--- src/rtl/mem_req_master.sv ---
// Load/store request master: turns one MEM-stage access into a single bus transaction
// and returns a one-cycle completion pulse with lane-aligned, extended load data.
module mem_req_master #(
    parameter int unsigned TIMEOUT_CYCLES = 255
) (
    input  logic        clk,
    input  logic        rst,
    input  logic        mem_req_valid_i,
    input  logic        mem_req_write_i,
    input  logic [63:0] mem_req_addr_i,
    input  logic [1:0]  mem_req_size_i,
    input  logic        mem_req_unsigned_i,
    input  logic [63:0] mem_req_wdata_i,
    input  logic        flush_i,
    output logic        mem_stall_o,
    output logic        mem_rsp_valid_o,
    output logic [63:0] mem_rsp_rdata_o,
    output logic        mem_rsp_err_o,
    output logic        bus_valid_o,
    output logic        bus_req_o,
    output logic [63:0] bus_addr_o,
    output logic [1:0]  bus_size_o,
    output logic [63:0] bus_data_write_o,
    input  logic        bus_ready_i,
    input  logic [63:0] bus_data_read_i,
    input  logic [1:0]  bus_resp_i,
    output logic [1:0]  dbg_state_o
);

    localparam int unsigned CW_RAW = $clog2(TIMEOUT_CYCLES + 1);
    localparam int unsigned CW     = (CW_RAW > 9) ? CW_RAW : 9;

    typedef enum logic [1:0] {
        S_IDLE = 2'd0,
        S_WAIT = 2'd1,
        S_RESP = 2'd2
    } state_t;

    // Handshake: the bus request is presented while bus_valid_o is high and all
    // request fields stay stable until bus_ready_i is sampled high on a rising edge.
    state_t         state_q, state_d;
    logic [63:0]    addr_q, addr_d;
    logic [1:0]     size_q, size_d;
    logic           write_q, write_d;
    logic           uns_q, uns_d;
    logic [63:0]    wdata_q, wdata_d;
    logic [CW-1:0]  cnt_q, cnt_d;
    logic           drop_q, drop_d;
    logic [63:0]    rdata_q, rdata_d;
    logic           err_q, err_d;

    logic           misaligned;
    logic [63:0]    rd_shifted;
    logic [63:0]    rd_ext;
    logic [CW-1:0]  cnt_inc;

    always_comb begin
        misaligned = 1'b0;
        case (mem_req_size_i)
            2'b00:   misaligned = 1'b0;
            2'b01:   misaligned = mem_req_addr_i[0];
            2'b10:   misaligned = |mem_req_addr_i[1:0];
            default: misaligned = |mem_req_addr_i[2:0];
        endcase
    end

    always_comb begin
        rd_shifted = bus_data_read_i >> {addr_q[2:0], 3'b000};
        rd_ext     = rd_shifted;
        case (size_q)
            2'b00:   rd_ext = uns_q ? {56'd0, rd_shifted[7:0]}  : {{56{rd_shifted[7]}}, rd_shifted[7:0]};
            2'b01:   rd_ext = uns_q ? {48'd0, rd_shifted[15:0]} : {{48{rd_shifted[15]}}, rd_shifted[15:0]};
            2'b10:   rd_ext = uns_q ? {32'd0, rd_shifted[31:0]} : {{32{rd_shifted[31]}}, rd_shifted[31:0]};
            default: rd_ext = rd_shifted;
        endcase
    end

    assign cnt_inc = cnt_q + CW'(1);

    always_comb begin
        state_d = state_q;
        addr_d  = addr_q;
        size_d  = size_q;
        write_d = write_q;
        uns_d   = uns_q;
        wdata_d = wdata_q;
        cnt_d   = cnt_q;
        drop_d  = drop_q;
        rdata_d = rdata_q;
        err_d   = err_q;
        case (state_q)
            S_IDLE: begin
                if (mem_req_valid_i && !flush_i) begin
                    drop_d = 1'b0;
                    if (misaligned) begin
                        state_d = S_RESP;
                        err_d   = 1'b1;
                        rdata_d = '0;
                    end else begin
                        state_d = S_WAIT;
                        addr_d  = mem_req_addr_i;
                        size_d  = mem_req_size_i;
                        write_d = mem_req_write_i;
                        uns_d   = mem_req_unsigned_i;
                        wdata_d = mem_req_wdata_i << {mem_req_addr_i[2:0], 3'b000};
                        cnt_d   = '0;
                    end
                end
            end
            S_WAIT: begin
                if (flush_i) begin
                    drop_d = 1'b1;
                end
                // A ready in the same cycle as the timeout still completes normally.
                if (bus_ready_i) begin
                    state_d = S_RESP;
                    rdata_d = write_q ? 64'd0 : rd_ext;
                    err_d   = (bus_resp_i != 2'b00);
                end else begin
                    cnt_d = cnt_inc;
                    if (cnt_inc == CW'(TIMEOUT_CYCLES)) begin
                        state_d = S_RESP;
                        rdata_d = '0;
                        err_d   = 1'b1;
                    end
                end
            end
            S_RESP: begin
                state_d = S_IDLE;
                drop_d  = 1'b0;
            end
            default: state_d = S_IDLE;
        endcase
    end

    always_ff @(posedge clk or negedge rst) begin
        if (!rst) begin
            state_q <= S_IDLE;
            addr_q  <= '0;
            size_q  <= '0;
            write_q <= 1'b0;
            uns_q   <= 1'b0;
            wdata_q <= '0;
            cnt_q   <= '0;
            drop_q  <= 1'b0;
            rdata_q <= '0;
            err_q   <= 1'b0;
        end else begin
            state_q <= state_d;
            addr_q  <= addr_d;
            size_q  <= size_d;
            write_q <= write_d;
            uns_q   <= uns_d;
            wdata_q <= wdata_d;
            cnt_q   <= cnt_d;
            drop_q  <= drop_d;
            rdata_q <= rdata_d;
            err_q   <= err_d;
        end
    end

    // Stall is gated by reset so every output reads zero while reset is held.
    assign mem_stall_o      = rst && (((state_q == S_IDLE) && mem_req_valid_i) || (state_q == S_WAIT));
    assign mem_rsp_valid_o  = (state_q == S_RESP) && !drop_q && !flush_i;
    assign mem_rsp_rdata_o  = (state_q == S_RESP) ? rdata_q : 64'd0;
    assign mem_rsp_err_o    = (state_q == S_RESP) && err_q;
    assign bus_valid_o      = (state_q == S_WAIT);
    assign bus_req_o        = write_q;
    assign bus_addr_o       = addr_q;
    assign bus_size_o       = size_q;
    assign bus_data_write_o = wdata_q;
    assign dbg_state_o      = state_q;

endmodule

--- config.mk ---
export PLATFORM = sky130hd
export DESIGN_NAME = mem_req_master
export DESIGN_NICKNAME = d
export VERILOG_FILES = /design/src/rtl/mem_req_master.sv
export SDC_FILE = /design/constraint.sdc
export NUM_CORES = 1
export LEC_CHECK = 0
export BUFFER_PORTS_ARGS = -buffer_cell sky130_fd_sc_hd__buf_2
export CELL_PAD_IN_SITES_DETAIL_PLACEMENT = 0
export CELL_PAD_IN_SITES_GLOBAL_PLACEMENT = 2
export CORE_MARGIN = 2
export CORE_UTILIZATION = 28
export CTS_CLUSTER_DIAMETER = 100
export DETAILED_ROUTE_END_ITERATION = 12
export HOLD_SLACK_MARGIN = 0.06
export PLACE_DENSITY_LB_ADDON = 0.1
export SLEW_MARGIN = 20
export SYNTH_ARGS = -nofsm -noshare
export SYNTH_HDL_FRONTEND = slang
export SYNTH_SLANG_ARGS = --single-unit
--- constraint.sdc ---
create_clock -name clk -period 2.4 [get_ports clk]
set_input_delay 0.12 -clock clk [delete_from_list [all_inputs] [get_ports clk]]
set_output_delay 0.12 -clock clk [all_outputs]
set_load 0.1 [all_outputs]
# After elaboration in Yosys (flattened, before gate mapping)
# Index checks and enable logic that the tools add are counted.
# W data, S select, Z words.
classes:
  addsub: 1
  eq_ne: 13
  shift: 2
  muxes: 29
  bitwise: 1
  reduce_logical: 22
ops:
  columns: ["cell", "n"]
  rows:
  - ["$mux W64", 9]
  - ["$pmux W64 S3", 1]
  - ["$pmux W64 S2", 1]
  - ["$shl A64 B6 Y64", 1]
  - ["$shr A64 B6 Y64", 1]
  - ["$mux W9", 3]
  - ["$pmux W9 S2", 1]
  - ["$ne A2 B2 Y1 const B", 5]
  - ["$add A9 B1 Y9 const B", 1]
  - ["$eq A9 B8 Y1 const B", 1]
  - ["$mux W2", 4]
  - ["$reduce_and A4 Y1", 2]
  - ["$eq A2 B1 Y1 const B", 3]
  - ["$eq A2 B2 Y1 const B", 3]
  - ["$logic_and A1 B1 Y1", 6]
  - ["$logic_not A2 Y1", 3]
  - ["$mux W1", 6]
  - ["$pmux W1 S3", 2]
  - ["$reduce_and A3 Y1", 2]
  - ["$pmux W2 S2", 1]
  - ["$reduce_bool A2 Y1", 2]
  - ["$ne A3 B1 Y1 const B", 1]
  - ["$reduce_bool A3 Y1", 1]
  - ["$reduce_or A3 Y1", 1]
  - ["6 further kinds", 7]
totals:
  regBits: 209
  input_bits: 203
  out_inout_bits: 201
  wordCells: 78

# Longest topological paths before layout
depth:
  word_depth: 6
  ltp_mapped: 9
  depth_no_buf: 6

# Least setup slack after synthesis
# No wires, ideal clock.
synth_timing:
  kind: "reg2out"
  startpoint: "register state_q[1] (netlist: dbg_state_o[1])"
  endpoint: "output port mem_rsp_valid_o"
  arrival_time_ps: 4191
  required_ps: 2280
  path_slack_ps: -1911
  stages_incl_launch_ff: 3
  n_path_buf: 0
  cell_sequence: "dfrtp_1 -> inv_1 -> nor4_1"
synth_via:
  elab_chain_cells: 3
synth_lines:
  columns: ["element", "line", "text"]
  rows:
  - ["start, declared", "41", "state_t state_q, state_d;"]
  - ["start signal, assigned", "149", "state_q <= state_d;"]
  - ["$eq A2 B2 Y1", "164", "assign mem_rsp_valid_o = (state_q == S_RESP) && !drop_q && !flush_i;"]
  - ["$logic_and A1 B1 Y1 (2 in a row)", "164", null]
  - ["end, declared", "16", "output logic mem_rsp_valid_o,"]
# Every way passes these cells.

# Worst setup path after layout
layout_timing:
  startpoint: "register cnt_q[0]"
  endpoint: "register rdata_q[9]"
layout_via:
  elab_chain_cells: 4
layout_lines:
  columns: ["element", "line", "text"]
  rows:
  - ["start, declared", "47", "logic [CW-1:0] cnt_q, cnt_d;"]
  - ["start signal, assigned", "155", "cnt_q <= cnt_d;"]
  - ["$add A9 B1 Y9", "78", "assign cnt_inc = cnt_q + CW'(1);"]
  - ["$eq A9 B8 Y1", "121", "if (cnt_inc == CW'(TIMEOUT_CYCLES)) begin"]
  - ["$ne A3 B1 Y1 (no source line)", null, null]
  - ["$reduce_and A4 Y1 (no source line)", null, null]
  - ["end signal, assigned", "157", "rdata_q <= rdata_d;"]
  - ["end, declared", "49", "logic [63:0] rdata_q, rdata_d;"]
# Every way passes these cells.
# A chain may end at the register's enable or synchronous reset.

==> flow_metrics.env <==
export IMPL_clock_sinks=209
export IMPL_drt_iter0_markers=805
export IMPL_cp_depth=7
export IMPL_avgSynthCellArea_um2=10.4
export IMPL_grt_util_all_layers=0.209
export IMPL_max_freq_mhz=430
export IMPL_final_cell_area_um2=17700
export IMPL_setup_violations=0
export IMPL_cts_tree="built"
export IMPL_antenna_left=0
export IMPL_cpPeakStageDelay_ns=0.54
export IMPL_start_util=0.283
export IMPL_grt_antenna_before_repair=0
export IMPL_multi_input_area_um2=6150
export IMPL_nNetsFinal=1835
export IMPL_grt_overflow_total=0
export IMPL_p_leak_nw=8.49
export IMPL_worstHoldPathType="in2reg"
export IMPL_drv_cap=0
export IMPL_crit_family="simple AND/OR/NAND/NOR gates"
export IMPL_htree_levels=1
export IMPL_yosysWarnings=0
export IMPL_relSlewSlack=0.322
export IMPL_synth_edf_count=0
export IMPL_rows=75
export IMPL_core_area_um2=41900
export IMPL_critPathMaxFanout=33
export IMPL_grt_max_degree=122
export IMPL_finalCritPeriodShare=0.970
export IMPL_fin_tns_setup_ns=0
export IMPL_synth_most_common_cell="dfrtp_1"
export IMPL_skew_ns=0.0261
export IMPL_ir_worst_vdd_mv=1.01
export IMPL_synth_top_cell_by_area="dfrtp_1"
export IMPL_synthFlopType="dfrtp_1"
export IMPL_dr_pass1_iters=5
export IMPL_post_route_min_period_ns=2.33
export IMPL_syn_inst=1142
export IMPL_place_gp_congestion=0.884
export IMPL_wl_per_cell_um=21.5
export IMPL_grt_pass1_wl_mm=70.5
export IMPL_ff_latch_area_um2=5240
export IMPL_grt_pass1_vias=11300
export IMPL_outcome="finished clean"
export IMPL_start_kind="register"
export IMPL_report_final_slew_viol_count=0
export IMPL_cpMaxStageDelayCell="or4_4"
export IMPL_worst_pin_slew_ns=1.01
export IMPL_dpl_hpwl_mm=34.0
export IMPL_power_density_nw_per_um2=1470
export IMPL_crit_chain="buf_4 > and4_1 > nor3_2 > nor3_2 > or4_4 > buf_16 > a221o_1"
export IMPL_worst_hold_path_num_cells=4
export IMPL_drc=0
export IMPL_ff2ff_path_depth=7
export IMPL_wl_mm=47.0
export IMPL_numPortBuffers=403
export IMPL_synth_top_area_share=0.442
export IMPL_crit_type="reg2reg"
export IMPL_synthTopCellsByCount="dfrtp_1 (209), nand2_1 (152), mux2_2 (86)"
export IMPL_synth_seq_area_share=0.442
export IMPL_critPathBufInv=2
export IMPL_dieArea_um2=43900
export IMPL_finalHoldViolations=0
export IMPL_clkTransAtPathRegs_ns=0.06
export IMPL_post_place_ws_ns=-0.00507
export IMPL_ioPinCount=404
export IMPL_fillers=4114
export IMPL_clkLatencyLatePin_ns=0.55
export IMPL_vias_per_cell=5.01
export IMPL_die_w_um=210
export IMPL_die_y_um=210
export IMPL_crit_top_cell="nor3_2"
export IMPL_netlist_area_um2=11800
export IMPL_hold_slack_ns=0.0939
export IMPL_drive_above_1_share=0.394
export IMPL_finalWorstSetupSlack_ns=0.0729
export IMPL_antenna_cells=0
export IMPL_cts_inserted_buffers=26
export IMPL_ys_ff_latch=209
export IMPL_cp_required_ns=2.82
export IMPL_cp_arrival_ns=2.75
export IMPL_cts_root_buf="clkbuf_16"
export IMPL_postPlaceCellArea_um2=15700
export IMPL_synthesis_nets=1347
export IMPL_async_flop_share=1.00
export IMPL_vias=11000
export IMPL_synth_area_leaders="dfrtp_1 (44%), mux2_2 (8.2%), mux4_2 (6.9%)"
export IMPL_cp_end_kind="register"
export IMPL_area_delta_synth_final_pct=49.9
export IMPL_synth_cell_types=52
export IMPL_cts_buffer_depth=3
-- timing repair --
item                       CTS  global route
hold endpoints to repair   314             0
buffers inserted             1             2
pin swaps                    2             4
hold buffers                99             0
gates resized for setup      2             8
setup endpoints to repair   18            65
gates cloned                 1             1
-- routing by layer --
metal | GRT usage | up-vias | part of all wire
met2 | 0.337 | 342 | 0.46
met5 | 0 | - | 0
met1 | 0.284 | 5396 | 0.44
li1 | - | 5176 | -
met3 | 0.0504 | 55 | 0.068
met4 | 0.0514 | 0 | 0.024
-- placed cells by master, fill, tap and decap left out, drive strengths merged, types with 8 or more instances in the layout --
cell	count
buf	461
dfrtp	209
nand2	152
dlygate4sd3	99
mux2	87
o21ai	78
mux2i	74
and3	67
a21oi	56
nor2	54
clkbuf	38
mux4	36
a22o	33
a221o	24
o31ai	18
inv	15
nor2b	13
o22ai	12
o21a	11
a211o	9
a22oi	8
-- layout make-up --
class                           instances  area share
Tap cell                              539      0.0381
Inverter                               17     0.00381
Clock buffer                           37      0.0413
Clock inverter                         10     0.00925
Timing Repair Buffer                  561       0.265
Multi-Input combinational cell        815       0.347
Sequential cell                       209       0.296
-- logic make-up after synthesis --
logic type,after synthesis,share of synthesized area
AOI/OAI and AO/OA,291,0.169
adders and majority gates,2,0.00212
buffers and inverters,118,0.0445
DFF,209,0.442
muxes,197,0.214
and+or+nand+nor,325,0.128
-- power breakdown --
group          leakage (nW)  total (mW)  switching [mW]  internal, mW
registers              2.69        5.80           0.914          4.88
logic                  5.35        16.1            12.2          3.89
clock network         0.437        4.14            1.59          2.55
-- flip-flops by register name, indices dropped and copies added (netlist names) --
name and count:
bus_addr_o 64, bus_data_write_o 64, rdata_q 64, cnt_q 9
bus_size_o 2, dbg_state_o 2, bus_req_o 1, drop_q 1
err_q 1, uns_q 1
-- worst register-to-register path: stages (launching register included) --
cell and delay (ns):
dfrtp_1 0.41, buf_4 0.17, and4_1 0.22, nor3_2 0.21, nor3_2 0.08, or4_4 0.54
buf_16 0.20, a221o_1 0.38
-- metrics by stage --
stage	utilization	std cells	total power, mW
after global placement	0.375	2037	21.6
after floorplan	-	1142	17.8
after detailed placement	0.375	2037	21.6
after CTS	0.422	2185	26.2
after global routing	0.423	2188	27.2
final	0.423	2188	26.0
-- final timing paths --
path / end / from / slack (ns)
min in group asynchronous: rdata_q[13]$_DFFE_PN0P_ / rst / 0.26
setup / recovery: rdata_q[9]$_DFFE_PN0P_ / cnt_q[0]$_DFFE_PN0P_ / 0.07
setup reg to reg: rdata_q[9]$_DFFE_PN0P_ / cnt_q[0]$_DFFE_PN0P_ / 0.07
hold reg to reg: bus_data_write_o[63]$_DFFE_PN0P_ / bus_data_write_o[63]$_DFFE_PN0P_ / 0.47
hold / removal: rdata_q[24]$_DFFE_PN0P_ / bus_data_read_i[32] / 0.09
max in group asynchronous: rdata_q[30]$_DFFE_PN0P_ / rst / 1.22
(Power assumes the default switching activity.)
